`src/rtl/riscstrong_ctrl_pkg.sv`:
```
// Shared definitions for the RiscStrong multi-cycle controller.
// Holds the 4-bit state encoding, the opcode[6:2] class constants, the
// decoded instruction classes and the datapath select encodings that the
// controller drives onto the shared-memory datapath.
package riscstrong_ctrl_pkg;

  localparam int STATE_W = 4;

  typedef enum logic [STATE_W-1:0] {
    ST_FETCH    = 4'd0,
    ST_DECODE   = 4'd1,
    ST_EXEC_R   = 4'd2,
    ST_EXEC_I   = 4'd3,
    ST_EXEC_U   = 4'd4,
    ST_BRANCH   = 4'd5,
    ST_MEM_ADDR = 4'd6,
    ST_MEM_RD   = 4'd7,
    ST_MEM_WR   = 4'd8,
    ST_WB_ALU   = 4'd9,
    ST_WB_MEM   = 4'd10,
    ST_JAL      = 4'd11,
    ST_JALR     = 4'd12,
    ST_TRAP     = 4'd13
  } state_t;

  // opcode[6:2] values for each instruction class
  localparam logic [4:0] OPC_R      = 5'b01100;
  localparam logic [4:0] OPC_I      = 5'b00100;
  localparam logic [4:0] OPC_LUI    = 5'b01101;
  localparam logic [4:0] OPC_AUIPC  = 5'b00101;
  localparam logic [4:0] OPC_BRANCH = 5'b11000;
  localparam logic [4:0] OPC_LOAD   = 5'b00000;
  localparam logic [4:0] OPC_STORE  = 5'b01000;
  localparam logic [4:0] OPC_JAL    = 5'b11011;
  localparam logic [4:0] OPC_JALR   = 5'b11001;

  typedef enum logic [2:0] {
    CLS_R      = 3'd0,
    CLS_I      = 3'd1,
    CLS_U      = 3'd2,
    CLS_BRANCH = 3'd3,
    CLS_MEM    = 3'd4,
    CLS_JAL    = 3'd5,
    CLS_JALR   = 3'd6,
    CLS_NONE   = 3'd7
  } opclass_t;

  localparam logic [1:0] ALU_ADD   = 2'b00;
  localparam logic [1:0] ALU_SUB   = 2'b01;
  localparam logic [1:0] ALU_FUNCT = 2'b10;

  localparam logic [1:0] SRCA_PC   = 2'b00;
  localparam logic [1:0] SRCA_RS1  = 2'b01;
  localparam logic [1:0] SRCA_ZERO = 2'b10;

  localparam logic [1:0] SRCB_RS2  = 2'b00;
  localparam logic [1:0] SRCB_IMM  = 2'b01;
  localparam logic [1:0] SRCB_FOUR = 2'b10;

  localparam logic [1:0] WB_ALUOUT = 2'b00;
  localparam logic [1:0] WB_MDR    = 2'b01;
  localparam logic [1:0] WB_PC     = 2'b10;

endpackage

```
`src/rtl/opcode_class_decode.sv`:
```
// Combinational opcode classifier for the RiscStrong controller.
// Ports:
//   i_opcode  - IR[6:0]
//   o_class   - decoded instruction class (CLS_NONE when undecodable)
//   o_illegal - high when the opcode cannot be executed
// Jump and upper-immediate classes are only recognised when the matching
// parameter is non-zero; otherwise they fall through to CLS_NONE.
module opcode_class_decode
  import riscstrong_ctrl_pkg::*;
#(
  parameter int HAS_JUMP  = 1,
  parameter int HAS_UPPER = 1
) (
  input  logic [6:0] i_opcode,
  output opclass_t   o_class,
  output logic       o_illegal
);

  // Classify on opcode[6:2]; every 32-bit instruction must also carry 11
  // in the low two bits, anything else is treated as undecodable.
  always_comb begin
    o_class = CLS_NONE;
    case (i_opcode[6:2])
      OPC_R:                o_class = CLS_R;
      OPC_I:                o_class = CLS_I;
      OPC_LUI, OPC_AUIPC:   if (HAS_UPPER != 0) o_class = CLS_U;
      OPC_BRANCH:           o_class = CLS_BRANCH;
      OPC_LOAD, OPC_STORE:  o_class = CLS_MEM;
      OPC_JAL:              if (HAS_JUMP != 0) o_class = CLS_JAL;
      OPC_JALR:             if (HAS_JUMP != 0) o_class = CLS_JALR;
      default:              o_class = CLS_NONE;
    endcase
    if (i_opcode[1:0] != 2'b11) o_class = CLS_NONE;
    o_illegal = (o_class == CLS_NONE);
  end

endmodule

```
`src/rtl/mc_control_unit.sv`:
```
// Multi-cycle main controller for the RiscStrong core.
// Sequences each instruction through fetch/decode/execute/memory/write-back
// and drives the shared-memory datapath controls.
// Ports:
//   i_clk, i_rst         - clock, synchronous active-high reset
//   i_opcode             - IR[6:0], valid from DECODE onward
//   i_mem_ready          - memory completes the current request this cycle
//   o_mem_req/o_mem_we   - memory request / write qualifier
//   o_i_or_d             - address select (0 PC, 1 ALUOut)
//   o_ir_write/o_pc_write/o_branch - IR load, PC load, conditional PC load
//   o_alu_op/o_alu_src_a/o_alu_src_b - ALU controls
//   o_reg_write/o_mem_to_reg - register-file write and write-back select
//   o_retire/o_instret   - completion pulse and retired-instruction count
//   o_illegal/o_bus_err  - sticky trap causes
module mc_control_unit
  import riscstrong_ctrl_pkg::*;
#(
  parameter int HAS_JUMP   = 1,
  parameter int HAS_UPPER  = 1,
  parameter int WAIT_LIMIT = 16,
  parameter int CNT_W      = 32
) (
  input  logic             i_clk,
  input  logic             i_rst,
  input  logic [6:0]       i_opcode,
  input  logic             i_mem_ready,
  output logic             o_mem_req,
  output logic             o_mem_we,
  output logic             o_i_or_d,
  output logic             o_ir_write,
  output logic             o_pc_write,
  output logic             o_branch,
  output logic [1:0]       o_alu_op,
  output logic [1:0]       o_alu_src_a,
  output logic [1:0]       o_alu_src_b,
  output logic             o_reg_write,
  output logic [1:0]       o_mem_to_reg,
  output logic             o_retire,
  output logic [CNT_W-1:0] o_instret,
  output logic             o_illegal,
  output logic             o_bus_err
);

  localparam int WCW = (WAIT_LIMIT > 0) ? $clog2(WAIT_LIMIT + 1) : 1;

  state_t           r_state;
  state_t           w_nextState;
  logic [WCW-1:0]   r_waitCnt;
  logic [CNT_W-1:0] r_instret;
  logic             r_illegal;
  logic             r_busErr;

  opclass_t w_class;
  logic     w_decIllegal;
  logic     w_inReq;
  logic     w_timeout;
  logic     w_setIllegal;
  logic     w_setBusErr;

  logic       w_memReq, w_memWe, w_iOrD, w_irWrite, w_pcWrite, w_branch;
  logic       w_regWrite, w_retire;
  logic [1:0] w_aluOp, w_srcA, w_srcB, w_memToReg;

  opcode_class_decode #(
    .HAS_JUMP  (HAS_JUMP),
    .HAS_UPPER (HAS_UPPER)
  ) u_decode (
    .i_opcode  (i_opcode),
    .o_class   (w_class),
    .o_illegal (w_decIllegal)
  );

  // The stall budget is spent when this cycle would be the WAIT_LIMIT-th
  // cycle without ready; a ready on that same cycle still completes.
  assign w_inReq   = (r_state == ST_FETCH) || (r_state == ST_MEM_RD) ||
                     (r_state == ST_MEM_WR);
  assign w_timeout = (WAIT_LIMIT > 0) && w_inReq && !i_mem_ready &&
                     ((int'(r_waitCnt) + 1) == WAIT_LIMIT);

  // Next-state and control decode; every control defaults low so each
  // state only lists the signals it actually asserts.
  always_comb begin
    w_nextState  = r_state;
    w_memReq     = 1'b0;
    w_memWe      = 1'b0;
    w_iOrD       = 1'b0;
    w_irWrite    = 1'b0;
    w_pcWrite    = 1'b0;
    w_branch     = 1'b0;
    w_aluOp      = ALU_ADD;
    w_srcA       = SRCA_PC;
    w_srcB       = SRCB_RS2;
    w_regWrite   = 1'b0;
    w_memToReg   = WB_ALUOUT;
    w_retire     = 1'b0;
    w_setIllegal = 1'b0;
    w_setBusErr  = 1'b0;
    case (r_state)
      ST_FETCH: begin
        w_memReq = 1'b1;
        w_srcB   = SRCB_FOUR;
        if (i_mem_ready) begin
          w_irWrite   = 1'b1;
          w_pcWrite   = 1'b1;
          w_nextState = ST_DECODE;
        end else if (w_timeout) begin
          w_setBusErr = 1'b1;
          w_nextState = ST_TRAP;
        end
      end
      ST_DECODE: begin
        // Precompute the PC-relative target into ALUOut.
        w_srcB = SRCB_IMM;
        case (w_class)
          CLS_R:      w_nextState = ST_EXEC_R;
          CLS_I:      w_nextState = ST_EXEC_I;
          CLS_U:      w_nextState = ST_EXEC_U;
          CLS_BRANCH: w_nextState = ST_BRANCH;
          CLS_MEM:    w_nextState = ST_MEM_ADDR;
          CLS_JAL:    w_nextState = ST_JAL;
          CLS_JALR:   w_nextState = ST_JALR;
          default:    w_nextState = ST_TRAP;
        endcase
        w_setIllegal = w_decIllegal;
      end
      ST_EXEC_R: begin
        w_srcA      = SRCA_RS1;
        w_aluOp     = ALU_FUNCT;
        w_nextState = ST_WB_ALU;
      end
      ST_EXEC_I: begin
        w_srcA      = SRCA_RS1;
        w_srcB      = SRCB_IMM;
        w_aluOp     = ALU_FUNCT;
        w_nextState = ST_WB_ALU;
      end
      ST_EXEC_U: begin
        // opcode[5] separates LUI (zero + imm) from AUIPC (PC + imm).
        w_srcA      = i_opcode[5] ? SRCA_ZERO : SRCA_PC;
        w_srcB      = SRCB_IMM;
        w_nextState = ST_WB_ALU;
      end
      ST_WB_ALU: begin
        w_regWrite  = 1'b1;
        w_retire    = 1'b1;
        w_nextState = ST_FETCH;
      end
      ST_BRANCH: begin
        w_srcA      = SRCA_RS1;
        w_aluOp     = ALU_SUB;
        w_branch    = 1'b1;
        w_retire    = 1'b1;
        w_nextState = ST_FETCH;
      end
      ST_MEM_ADDR: begin
        w_srcA      = SRCA_RS1;
        w_srcB      = SRCB_IMM;
        w_nextState = i_opcode[5] ? ST_MEM_WR : ST_MEM_RD;
      end
      ST_MEM_RD: begin
        w_memReq = 1'b1;
        w_iOrD   = 1'b1;
        if (i_mem_ready) begin
          w_nextState = ST_WB_MEM;
        end else if (w_timeout) begin
          w_setBusErr = 1'b1;
          w_nextState = ST_TRAP;
        end
      end
      ST_WB_MEM: begin
        w_regWrite  = 1'b1;
        w_memToReg  = WB_MDR;
        w_retire    = 1'b1;
        w_nextState = ST_FETCH;
      end
      ST_MEM_WR: begin
        w_memReq = 1'b1;
        w_memWe  = 1'b1;
        w_iOrD   = 1'b1;
        if (i_mem_ready) begin
          w_retire    = 1'b1;
          w_nextState = ST_FETCH;
        end else if (w_timeout) begin
          w_setBusErr = 1'b1;
          w_nextState = ST_TRAP;
        end
      end
      ST_JAL: begin
        w_pcWrite   = 1'b1;
        w_regWrite  = 1'b1;
        w_memToReg  = WB_PC;
        w_retire    = 1'b1;
        w_nextState = ST_FETCH;
      end
      ST_JALR: begin
        w_srcA      = SRCA_RS1;
        w_srcB      = SRCB_IMM;
        w_pcWrite   = 1'b1;
        w_regWrite  = 1'b1;
        w_memToReg  = WB_PC;
        w_retire    = 1'b1;
        w_nextState = ST_FETCH;
      end
      ST_TRAP: w_nextState = ST_TRAP;
      default: w_nextState = ST_FETCH;
    endcase
  end

  // State, stall counter, retired count and sticky flags. The stall counter
  // restarts whenever ready is seen or the FSM is outside a request state,
  // which also clears it on entry to every request state.
  always_ff @(posedge i_clk) begin
    if (i_rst) begin
      r_state   <= ST_FETCH;
      r_waitCnt <= '0;
      r_instret <= '0;
      r_illegal <= 1'b0;
      r_busErr  <= 1'b0;
    end else begin
      r_state <= w_nextState;
      if (w_inReq && !i_mem_ready) r_waitCnt <= r_waitCnt + WCW'(1);
      else                         r_waitCnt <= '0;
      if (w_retire)     r_instret <= r_instret + CNT_W'(1);
      if (w_setIllegal) r_illegal <= 1'b1;
      if (w_setBusErr)  r_busErr  <= 1'b1;
    end
  end

  // All outputs are forced low while reset is held.
  assign o_mem_req    = !i_rst && w_memReq;
  assign o_mem_we     = !i_rst && w_memWe;
  assign o_i_or_d     = !i_rst && w_iOrD;
  assign o_ir_write   = !i_rst && w_irWrite;
  assign o_pc_write   = !i_rst && w_pcWrite;
  assign o_branch     = !i_rst && w_branch;
  assign o_alu_op     = i_rst ? 2'b00 : w_aluOp;
  assign o_alu_src_a  = i_rst ? 2'b00 : w_srcA;
  assign o_alu_src_b  = i_rst ? 2'b00 : w_srcB;
  assign o_reg_write  = !i_rst && w_regWrite;
  assign o_mem_to_reg = i_rst ? 2'b00 : w_memToReg;
  assign o_retire     = !i_rst && w_retire;
  assign o_instret    = i_rst ? '0 : r_instret;
  assign o_illegal    = !i_rst && r_illegal;
  assign o_bus_err    = !i_rst && r_busErr;

endmodule
```
`config.mk`:
```
export PLATFORM = sky130hd
export DESIGN_NAME = mc_control_unit
export DESIGN_NICKNAME = d
export VERILOG_FILES = /design/src/rtl/riscstrong_ctrl_pkg.sv /design/src/rtl/opcode_class_decode.sv /design/src/rtl/mc_control_unit.sv
export SDC_FILE = /design/constraint.sdc
export NUM_CORES = 1
export LEC_CHECK = 0
export CORE_MARGIN = 2
export CORE_UTILIZATION = 47
export CTS_BUF_LIST = sky130_fd_sc_hd__clkbuf_4 sky130_fd_sc_hd__clkbuf_8
export CTS_CLUSTER_SIZE = 8
export DETAILED_ROUTE_END_ITERATION = 8
export GPL_ROUTABILITY_DRIVEN = 0
export PLACE_DENSITY = 0.79
export SLEW_MARGIN = 20
export SYNTH_ARGS = -nofsm -noshare
export SYNTH_HDL_FRONTEND = slang
export SYNTH_SLANG_ARGS = --single-unit
export TNS_END_PERCENT = 1
```
`constraint.sdc`:
```
create_clock -name i_clk -period 1.8 [get_ports i_clk]
set_input_delay 0.36 -clock i_clk [delete_from_list [all_inputs] [get_ports i_clk]]
set_output_delay 0.36 -clock i_clk [all_outputs]
set_load 0.02 [all_outputs]
```
=== After elaboration in Yosys (flattened, before gate mapping) ===
Index checks and enable logic that the tools add are counted.

* Register bits after elaboration: 43
* Bits of input ports: 10
* Word-level logic and storage cells: 102

* Add/subtract/negate cells: 3
* Equality and inequality tests: 30
* Multiplexer cells: 32
* Bitwise operators: 1
* Reductions and logical operators: 31

{| class="wikitable"
|+ Operators with widths
! operator !! number
|-
| 4-bit one-hot mux with 7 select lines || 2
|-
| 32-bit by 1-bit adder with 32-bit output, second input constant || 1
|-
| 32-bit 2-to-1 mux || 1
|-
| 4-bit == test, second input constant || 6
|-
| 3-bit one-hot mux with 7 select lines || 1
|-
| 4-bit 2-to-1 mux || 5
|-
| 4-bit by 3-bit == test with 1-bit output, second input constant || 4
|-
| 2-bit one-hot mux with 2 select lines || 4
|-
| 5-bit by 4-bit == test with 1-bit output, second input constant || 3
|-
| 5-bit == test, second input constant || 3
|-
| 5-bit OR reduction || 3
|-
| 3-bit == test, second input constant || 4
|-
| 1-bit logical AND || 12
|-
| 2-bit OR reduction || 6
|-
| 1-bit 2-to-1 mux || 11
|-
| 5-bit by 3-bit == test with 1-bit output, second input constant || 2
|-
| 2-bit 2-to-1 mux || 5
|-
| 4-bit by 2-bit == test with 1-bit output, second input constant || 2
|-
| 5-bit by 1-bit adder with 6-bit output, second input constant || 1
|-
| 3-bit by 2-bit == test with 1-bit output, second input constant || 2
|-
| 6-bit by 5-bit == test with 1-bit output, second input constant || 1
|-
| 3-bit OR reduction || 2
|-
| 5-bit by 1-bit adder with 5-bit output, second input constant || 1
|-
| 5-bit zero test || 1
|-
| 11 further kinds || 14
|}

=== Depth between registers and ports, before layout ===
Gate-level depths: netlist of the first run.

* Depth in word-level cells: 8
* Mapped depth: 8
* Depth with buffers taken out: 6

=== Cells and area by module ===
From an unflattened synthesis of the first run, not the netlist that was laid out.

* Cells, all modules: 351
* Area total of the unflattened synthesis: 2,686.3 um^2

{| class="wikitable"
|+ By module, submodules not included
! module !! times used !! cells an instance !! area each (um^2) !! seq. area each (um^2)
|-
| mc_control_unit || 1 || 333 || 2,578.7 || 860.8
|-
| opcode_class_decode || 1 || 18 || 107.6 || 0.0
|}

=== Worst setup path after synthesis of the first run ===
OpenSTA, ideal clock, no wires.

* Path kind: reg2out
* Start point: register r_state[1]
* End point: output o_pc_write
* Data arrival time: 1.761 ns
* Required time: 1.440 ns
* Path slack: -0.321 ns
* Cell stages (with the launch flop): 6
* Path buffers: 1
* Cell sequence: dfxtp_1 -> clkbuf_1 -> nor2b_1 -> a22oi_1 -> nor3b_1 -> or2_2

* Cells in the longest elaborated chain, start to end: 4

{| class="wikitable"
|+ Ends and longest elaborated chain
! element !! RTL line !! RTL
|-
| start: declaration || mc_control_unit.sv:46 || <nowiki>state_t r_state;</nowiki>
|-
| start signal: assignment || mc_control_unit.sv:220 || <nowiki>r_state <= w_nextState;</nowiki>
|-
| 4-bit == test || mc_control_unit.sv:98 || <nowiki>case (r_state)</nowiki>
|-
| 2-bit OR reduction (no line) || -- ||
|-
| 1-bit one-hot mux with 2 select lines (*) || mc_control_unit.sv:98 ||
|-
| 1-bit logical AND (*) || mc_control_unit.sv:234 || <nowiki>assign o_pc_write = !i_rst && w_pcWrite;</nowiki>
|-
| end: declaration || mc_control_unit.sv:31 || <nowiki>output logic o_pc_write,</nowiki>
|}

Every way passes the cells marked *; elsewhere a longest branch is shown, timed or not.

=== Final worst setup path of the first run ===
* Start point: register r_state[2]
* End point: output o_reg_write

* Cells in the longest elaborated chain, start to end: 4

{| class="wikitable"
|+ Ends and longest elaborated chain
! element !! RTL line !! RTL
|-
| 4-bit == test || mc_control_unit.sv:98 ||
|-
| 4-bit OR reduction (no line) (*) || -- ||
|-
| 1-bit 2-to-1 mux (*) || mc_control_unit.sv:98 ||
|-
| 1-bit logical AND (*) || mc_control_unit.sv:239 || <nowiki>assign o_reg_write = !i_rst && w_regWrite;</nowiki>
|-
| end: declaration || mc_control_unit.sv:36 || <nowiki>output logic o_reg_write,</nowiki>
|}

Marks and branches as above.

==> results of run 1 <==
through the flow:
| stage | hold WS [ns] | cells |
|---|---|---|
| 2_1_floorplan | 0.432 | 359 |
| 3_3_place_gp | 0.438 | 533 |
| 3_5_place_dp | 0.451 | 533 |
| 4_1_cts | 0.354 | 547 |
| 5_1_grt | 0.368 | 548 |
| 6_report | 0.361 | 548 |
cell usage after synthesis (3+ instances only):
cell type,count
o21ai_0,22
nor4_1,3
nor2_1,38
or3_1,10
buf_6,3
nor3_1,11
nand2b_1,7
ha_1,3
dfxtp_1,43
a21o_1,4
a31oi_1,3
nand2_1,29
nand4_1,13
a21oi_1,25
clkbuf_1,14
nor4b_1,3
and2_1,3
inv_1,6
and4_1,5
or4_1,7
mux2_2,4
nand3_1,15
nor2b_1,34
buf_1,3
xor2_1,7
xnor2_1,9
power breakdown:
part,switching [uW],total [uW],internal (uW)
clock network,327,630,303
registers,80.3,1100,1020
logic,921,1760,840
total,1330,3490,2160
sequential cells by signal (all words and copies together) (netlist names):
name       cells
r_state        4
r_illegal      1
r_waitCnt      5
r_busErr       1
r_instret     32
cell usage in the layout, fill, tap and decap left out, types with 10 or more instances in the layout:
master / n
dfxtp_1: 36
buf_4: 68
dlygate4sd2_1: 33
o21ai_0: 21
nand2_1: 28
nor3_1: 10
nor2b_1: 32
nand4_1: 13
a21oi_1: 19
nand3_1: 14
nor2_1: 36
kinds of logic (layout without fill, tap and decap cells):
family	after synthesis	count (layout)	synth area share
AO/OA/AOI/OAI	68	68	0.146
AND/OR/NAND/NOR	197	198	0.406
flip-flops	43	43	0.318
XOR/XNOR	16	16	0.0517
adder cells (fa/ha/maj)	3	3	0.0139
multiplexers	4	4	0.0166
buffers and inverters	28	144	0.0480
repair_timing:
action,4_1_cts,5_1_grt
setup endpoints to repair,69,43
resized for setup,132,24
pin swaps,14,19
buffers inserted,5,1
cloned,1,0
routing by layer:
metal | global-route usage | vias to the layer above | routed length (um)
met5 | 0 | - | 0
met4 | 0.100 | 0 | 137
met3 | 0.0464 | 13 | 362
met2 | 0.428 | 101 | 4040
met1 | 0.303 | 1413 | 3410
li1 | - | 1514 | -
cell type report:
| type | count | area, sq um | area share |
|---|---|---|---|
| tap | 72 | 90.1 | 0.0222 |
| timing repair buffer | 130 | 1090 | 0.268 |
| clock inverter | 1 | 5.00 | 0.00123 |
| sequential | 43 | 877 | 0.216 |
| clock buffer | 7 | 83.8 | 0.0206 |
| inverter | 6 | 22.5 | 0.00554 |
| multi-input combinational | 289 | 1900 | 0.466 |
worst reg2reg max path: stages (launching register included):
cell     delay [ns]
dfxtp_4        0.39
buf_6          0.14
buf_6          0.11
nor2b_4        0.14
a21oi_4        0.07
or3_4          0.44
buf_6          0.15
or3_1          0.34
a21oi_1        0.13
worst min path at each step:
| stage | slack (ns) | to | start | depth (start not counted) |
|---|---|---|---|---|
| 4_1_cts | 0.35 | r_illegal | i_rst | 3 |
| 2_1_floorplan | 0.43 | r_busErr | r_busErr | 2 |
| 3_3_place_gp | 0.44 | r_illegal | r_illegal | 2 |
| 3_5_place_dp | 0.45 | r_illegal | r_illegal | 2 |
| 5_1_grt | 0.37 | r_illegal | i_rst | 3 |
| 6_report | 0.36 | r_illegal | i_rst | 3 |
==> reports/summary.txt, run 1 <==
CTS tree -> built
CTS Hold Bufs -> 0
fin. max-slew vios -> 0
sequential fraction of the synthesis area -> 0.318
layout net count -> 488
Slew HR -> 0.705
post-route design area -> 4070 sq um
Max Cap Viol -> 0
Critical Path End -> o_reg_write
WP depth -> 5
capturing point of the worst reg2reg path -> r_instret[30]
Global Route Usage Sum -> 0.248
initial core utilization -> 0.489
proportion of layout cells with a drive suffix above 1 -> 0.305
vias per cell -> 5.55
dominant cell type by area after synthesis -> dfxtp_1
grt total ovfl -> 0
Worst R2R Setup Slack -> -0.18 ns
synth warn -> 0
drc violations -> 0
routed vias -> 3041
critical register-to-register path startpoint -> r_state[2]
hpwl dp -> 5290 um
H-tree depth -> 2
IO Port Bufs -> 59
Synth Flop Type -> dfxtp_1
Worst Setup Start Kind -> flop
# setup viols final -> 29
post-route clock period utilization -> 1.11
EDFF count, synth -> 0
syn_nets -> 372
Top delay family on crit path -> simple AND/OR/NAND/NOR gates
crit path DAT -> 1.64 ns
violated checks -> setup timing
final worst slack -> -0.198 ns
maximum VDD drop -> 0.509 mV
Reg clk slew, reported paths -> 0.09 ns
Final ANT Viol Nets -> 0
HP Class -> input port to flop
Crit path required time -> 1.44 ns
post-synthesis register bit count -> 43
RSZ-0062 raised after global routing -> yes
reg2reg path depth -> 8
slowest stage delay, CP -> 0.39 ns
Skew-Pair Late Insertion Delay -> 0.30 ns
width of the chip -> 79.9 um
Rows -> 27
Place WS -> -0.632 ns
IO Count -> 60
clk buf depth -> 2
fmax -> 501 MHz
worst-path maximum fanout -> 7
Final Hold Violating Endpoints -> 0
Netlist Area Pre-Place -> 2710 sq um
cell repeated most along the worst path -> buf_6
Gate Count Post-Synth -> 359
Power per Cell Area -> 858 nW/um^2
Detailed Routing Iterations Pass 1 -> 4
critical path capture point type -> output pin
critical path type -> flop to output pin
Layout Skew -> 0.00977 ns
fill count -> 441
full die area -> 6390 sq um
post-synth top area share -> 0.318
CP max-delay cell -> dfxtp_4
synth top area cells -> dfxtp_1, nor2b_1, nor2_1
largest net degree at the start of global routing -> 24
antenna violations before repair -> 0
drt initial violations -> 203
ys async rst share -> 0
TritonCTS Buffers -> 5
routed length per instance -> 14.5 um
clock sink count -> 43
vias in the first global route -> 2867
CTS root buffer -> clkbuf_8
Post-Route WL -> 7950 um
total placed instance area -> 3840 sq um
final core utilization -> 0.734
Final min period -> 2.00 ns
measured slew at the worst slew-check pin -> 0.439 ns
die height -> 79.9 um
worst path bufs/invs -> 3
placeable core region -> 5540 sq um
first-pass GRT wire length -> 12700 um
setup TNS -> -2.41 ns
Worst Setup SP -> r_state[2]
Lkg Pwr -> 0.00171 uW
Critical Path, Cell by Cell -> buf_6 -> buf_6 -> or3_4 -> and4b_1 -> buf_6
Power Total -> 3490 uW
post-synth cell types -> 50
status -> finished, violations left
Avg Cell Area, Syn -> 7.55 sq um
Syn-to-layout area delta -> 50.1%
n_diodes -> 0
No activity file was read; power rests on OpenSTA's default activity.
==> run 2: changes to the inputs <==
--- a/config.mk
+++ b/config.mk
@@ -5,13 +5,14 @@
 export SDC_FILE = /design/constraint.sdc
 export NUM_CORES = 1
 export LEC_CHECK = 0
-export CORE_MARGIN = 2
+export CORE_MARGIN = 8
 export CORE_UTILIZATION = 47
 export CTS_BUF_LIST = sky130_fd_sc_hd__clkbuf_4 sky130_fd_sc_hd__clkbuf_8
 export CTS_CLUSTER_SIZE = 8
 export DETAILED_ROUTE_END_ITERATION = 8
 export GPL_ROUTABILITY_DRIVEN = 0
 export PLACE_DENSITY = 0.79
+export REMOVE_ABC_BUFFERS = 1
 export SLEW_MARGIN = 20
 export SYNTH_ARGS = -nofsm -noshare
 export SYNTH_HDL_FRONTEND = slang
==> reports/summary.txt, run 2 (synthesis results as in run 1) <==
Critical Path, Cell by Cell -> nor2_1 -> and3b_1 -> and2_1 -> or2_2 -> buf_2 (was buf_6 -> buf_6 -> or3_4 -> and4b_1 -> buf_6)
n_diodes -> 0 (unchanged)
CTS root buffer -> clkbuf_8 (unchanged)
HP Class -> flop to flop (was input port to flop)
routed vias -> 3038 (was 3041)
TritonCTS Buffers -> 5 (unchanged)
vias per cell -> 5.54 (was 5.55)
vias in the first global route -> 2914 (was 2867)
first-pass GRT wire length -> 13100 um (was 12700 um)
critical path type -> flop to output pin (unchanged)
Detailed Routing Iterations Pass 1 -> 4 (unchanged)
initial core utilization -> 0.489 (unchanged)
Top Registers -> r_instret: 32 flops, r_waitCnt: 5 flops, r_state: 4 flops (unchanged)
Worst R2R Setup Slack -> -0.14 ns (was -0.18 ns)
largest net degree at the start of global routing -> 49 (was 24)
Final ANT Viol Nets -> 0 (unchanged)
Global Route Usage Sum -> 0.180 (was 0.248)
final worst slack -> -0.148 ns (was -0.198 ns)
metal2 WL -> 4020 um (was 4040 um)
width of the chip -> 91.9 um (was 79.9 um)
Post-Route WL -> 7990 um (was 7950 um)
met3 WL -> 440 um (was 362 um)
Crit path required time -> 1.44 ns (about the same)
grt total ovfl -> 0 (unchanged)
worst-path maximum fanout -> 11 (was 7)
fill count -> 451 (was 441)
die height -> 91.9 um (was 79.9 um)
fin. max-slew vios -> 0 (unchanged)
violated checks -> setup timing (unchanged)
CP max-delay cell -> dfxtp_4 (unchanged)
IO Port Bufs -> 59 (unchanged)
status -> finished, violations left (unchanged)
measured slew at the worst slew-check pin -> 0.393 ns (was 0.439 ns)
# setup viols final -> 24 (was 29)
crit path DAT -> 1.59 ns (was 1.64 ns)
IO Count -> 60 (unchanged)
CTS Hold Bufs -> 0 (unchanged)
Worst Setup Start Kind -> flop (unchanged)
layout net count -> 488 (unchanged)
antenna violations before repair -> 0 (unchanged)
Slew HR -> 0.734 (was 0.705)
drc violations -> 0 (unchanged)
drt initial violations -> 205 (was 203)
maximum VDD drop -> 0.770 mV (was 0.509 mV)
max reg flops -> 32 (unchanged)
most frequent cells in the layout -> buf_4, dfxtp_1, nor2_1 (was buf_4, nor2_1, dfxtp_1)
M1 WL -> 3400 um (was 3410 um)
capturing point of the worst reg2reg path -> r_instret[14] (was r_instret[30])
slowest stage delay, CP -> 0.43 ns (was 0.39 ns)
clock sink count -> 43 (unchanged)
post-route clock period utilization -> 1.08 (was 1.11)
Final Hold Violating Endpoints -> 0 (unchanged)
Lkg Pwr -> 0.00169 uW (was 0.00171 uW)
Biggest register -> r_instret (unchanged)
Max Cap Viol -> 0 (unchanged)
Worst Hold Depth -> 2 (was 3)
final core utilization -> 0.716 (was 0.734)
Layout Skew -> 0.00441 ns (was 0.00977 ns)
Power per Cell Area -> 852 nW/um^2 (was 858 nW/um^2)
reg2reg path depth -> 7 (was 8)
Hold Crit Start -> r_busErr (was i_rst)
Final min period -> 1.95 ns (was 2.00 ns)
worst hold endpoint -> r_busErr (was r_illegal)
top sig layer -> met4 (unchanged)
Skew-Pair Late Insertion Delay -> 0.30 ns (about the same)
full die area -> 8450 sq um (was 6390 sq um)
Worst Setup SP -> r_state[3] (was r_state[2])
Syn-to-layout area delta -> 46.5% (was 50.1%)
CTS tree -> built (unchanged)
routed length per instance -> 14.6 um (was 14.5 um)
Reg clk slew, reported paths -> 0.08 ns (was 0.09 ns)
commonest non-fill, non-tap cell in the layout -> buf_4 (unchanged)
critical path capture point type -> output pin (unchanged)
RSZ-0062 raised after global routing -> yes (unchanged)
Rows -> 27 (unchanged)
H-tree depth -> 2 (unchanged)
proportion of layout cells with a drive suffix above 1 -> 0.298 (was 0.305)
Power Total -> 3380 uW (was 3490 uW)
critical register-to-register path startpoint -> r_state[0] (was r_state[2])
clk buf depth -> 2 (unchanged)
placeable core region -> 5540 sq um (unchanged)
fmax -> 513 MHz (was 501 MHz)
hpwl dp -> 5820 um (was 5290 um)
## run 2: changes by cell type in the layout (fill, tap and decap cells not counted), moves of 3 or more
cell           previous run  this run
dlygate4sd2_1            33        26
buf_4                    68        71
clkbuf_2                  1         8
buf_6                     9         6
## run 2: worst max-delay path, delay by kind of cell (launching register included)
kind          cells  cell delay (ns)
simple gates      4             0.70
flops             1             0.43
buf+inv           1             0.16
## run 2: area by class of cell
cell class                      instances  area, sq um  area share
Inverter                                6         22.5     0.00567
Multi-Input combinational cell        288         1820       0.459
Clock buffer                            7         96.3      0.0243
Tap cell                               72         90.1      0.0227
Timing Repair Buffer                  131         1050       0.265
Clock inverter                          1         7.51     0.00189
Sequential cell                        43          880       0.222
## run 2: worst max-delay path by stage
stage | endpoint | depth (start not counted)
global placement | r_instret[18] | 6
finish | o_pc_write | 5
CTS | o_retire | 5
global route | o_pc_write | 5
detailed placement | r_instret[30] | 7
floorplan | r_instret[18] | 5
## run 2: timing repair
| item | in CTS | in global routing |
|---|---|---|
| hold endpoints to repair | 0 | 0 |
| endpoints found under the setup margin | 76 | 55 |
| resized for setup | 123 | 41 |
| cloned | 0 | 0 |
| buffers inserted | 2 | 3 |
| pin swaps | 20 | 14 |
## run 2: report_power, final
part	switching (uW)	internal, uW
clock network	338	349
logic	793	779
registers	99.0	1020
total	1230	2150
## run 2: per-stage QoR
stage / instance area, sq um / std cells / TNS (ns) / setup WS (ns) / hold slack [ns]
floorplan: 2600 / 337 / -5.10 / -0.418 / 0.426
global placement: 3790 / 535 / -22.28 / -0.609 / 0.437
detailed placement: 3790 / 535 / -23.35 / -0.656 / 0.449
CTS: 3930 / 545 / -1.99 / -0.219 / 0.449
global route: 3970 / 548 / -3.98 / -0.207 / 0.489
finish: 3970 / 548 / -1.68 / -0.148 / 0.464
## run 2: layer usage
layer | global-route usage | vias to the layer above
li1 | - | 1506
met1 | 0.207 | 1438
met2 | 0.313 | 82
met3 | 0.0473 | 12
met4 | 0.0617 | 0
met5 | 0 | -
==> run 3: changes to the inputs <==
--- a/config.mk
+++ b/config.mk
@@ -8,6 +8,7 @@
 export CORE_MARGIN = 8
 export CORE_UTILIZATION = 47
 export CTS_BUF_LIST = sky130_fd_sc_hd__clkbuf_4 sky130_fd_sc_hd__clkbuf_8
+export CTS_CLUSTER_DIAMETER = 50
 export CTS_CLUSTER_SIZE = 8
 export DETAILED_ROUTE_END_ITERATION = 8
 export GPL_ROUTABILITY_DRIVEN = 0
==> results of run 3 <==
Final layout, timing and power as in run 2 (identical DEF).
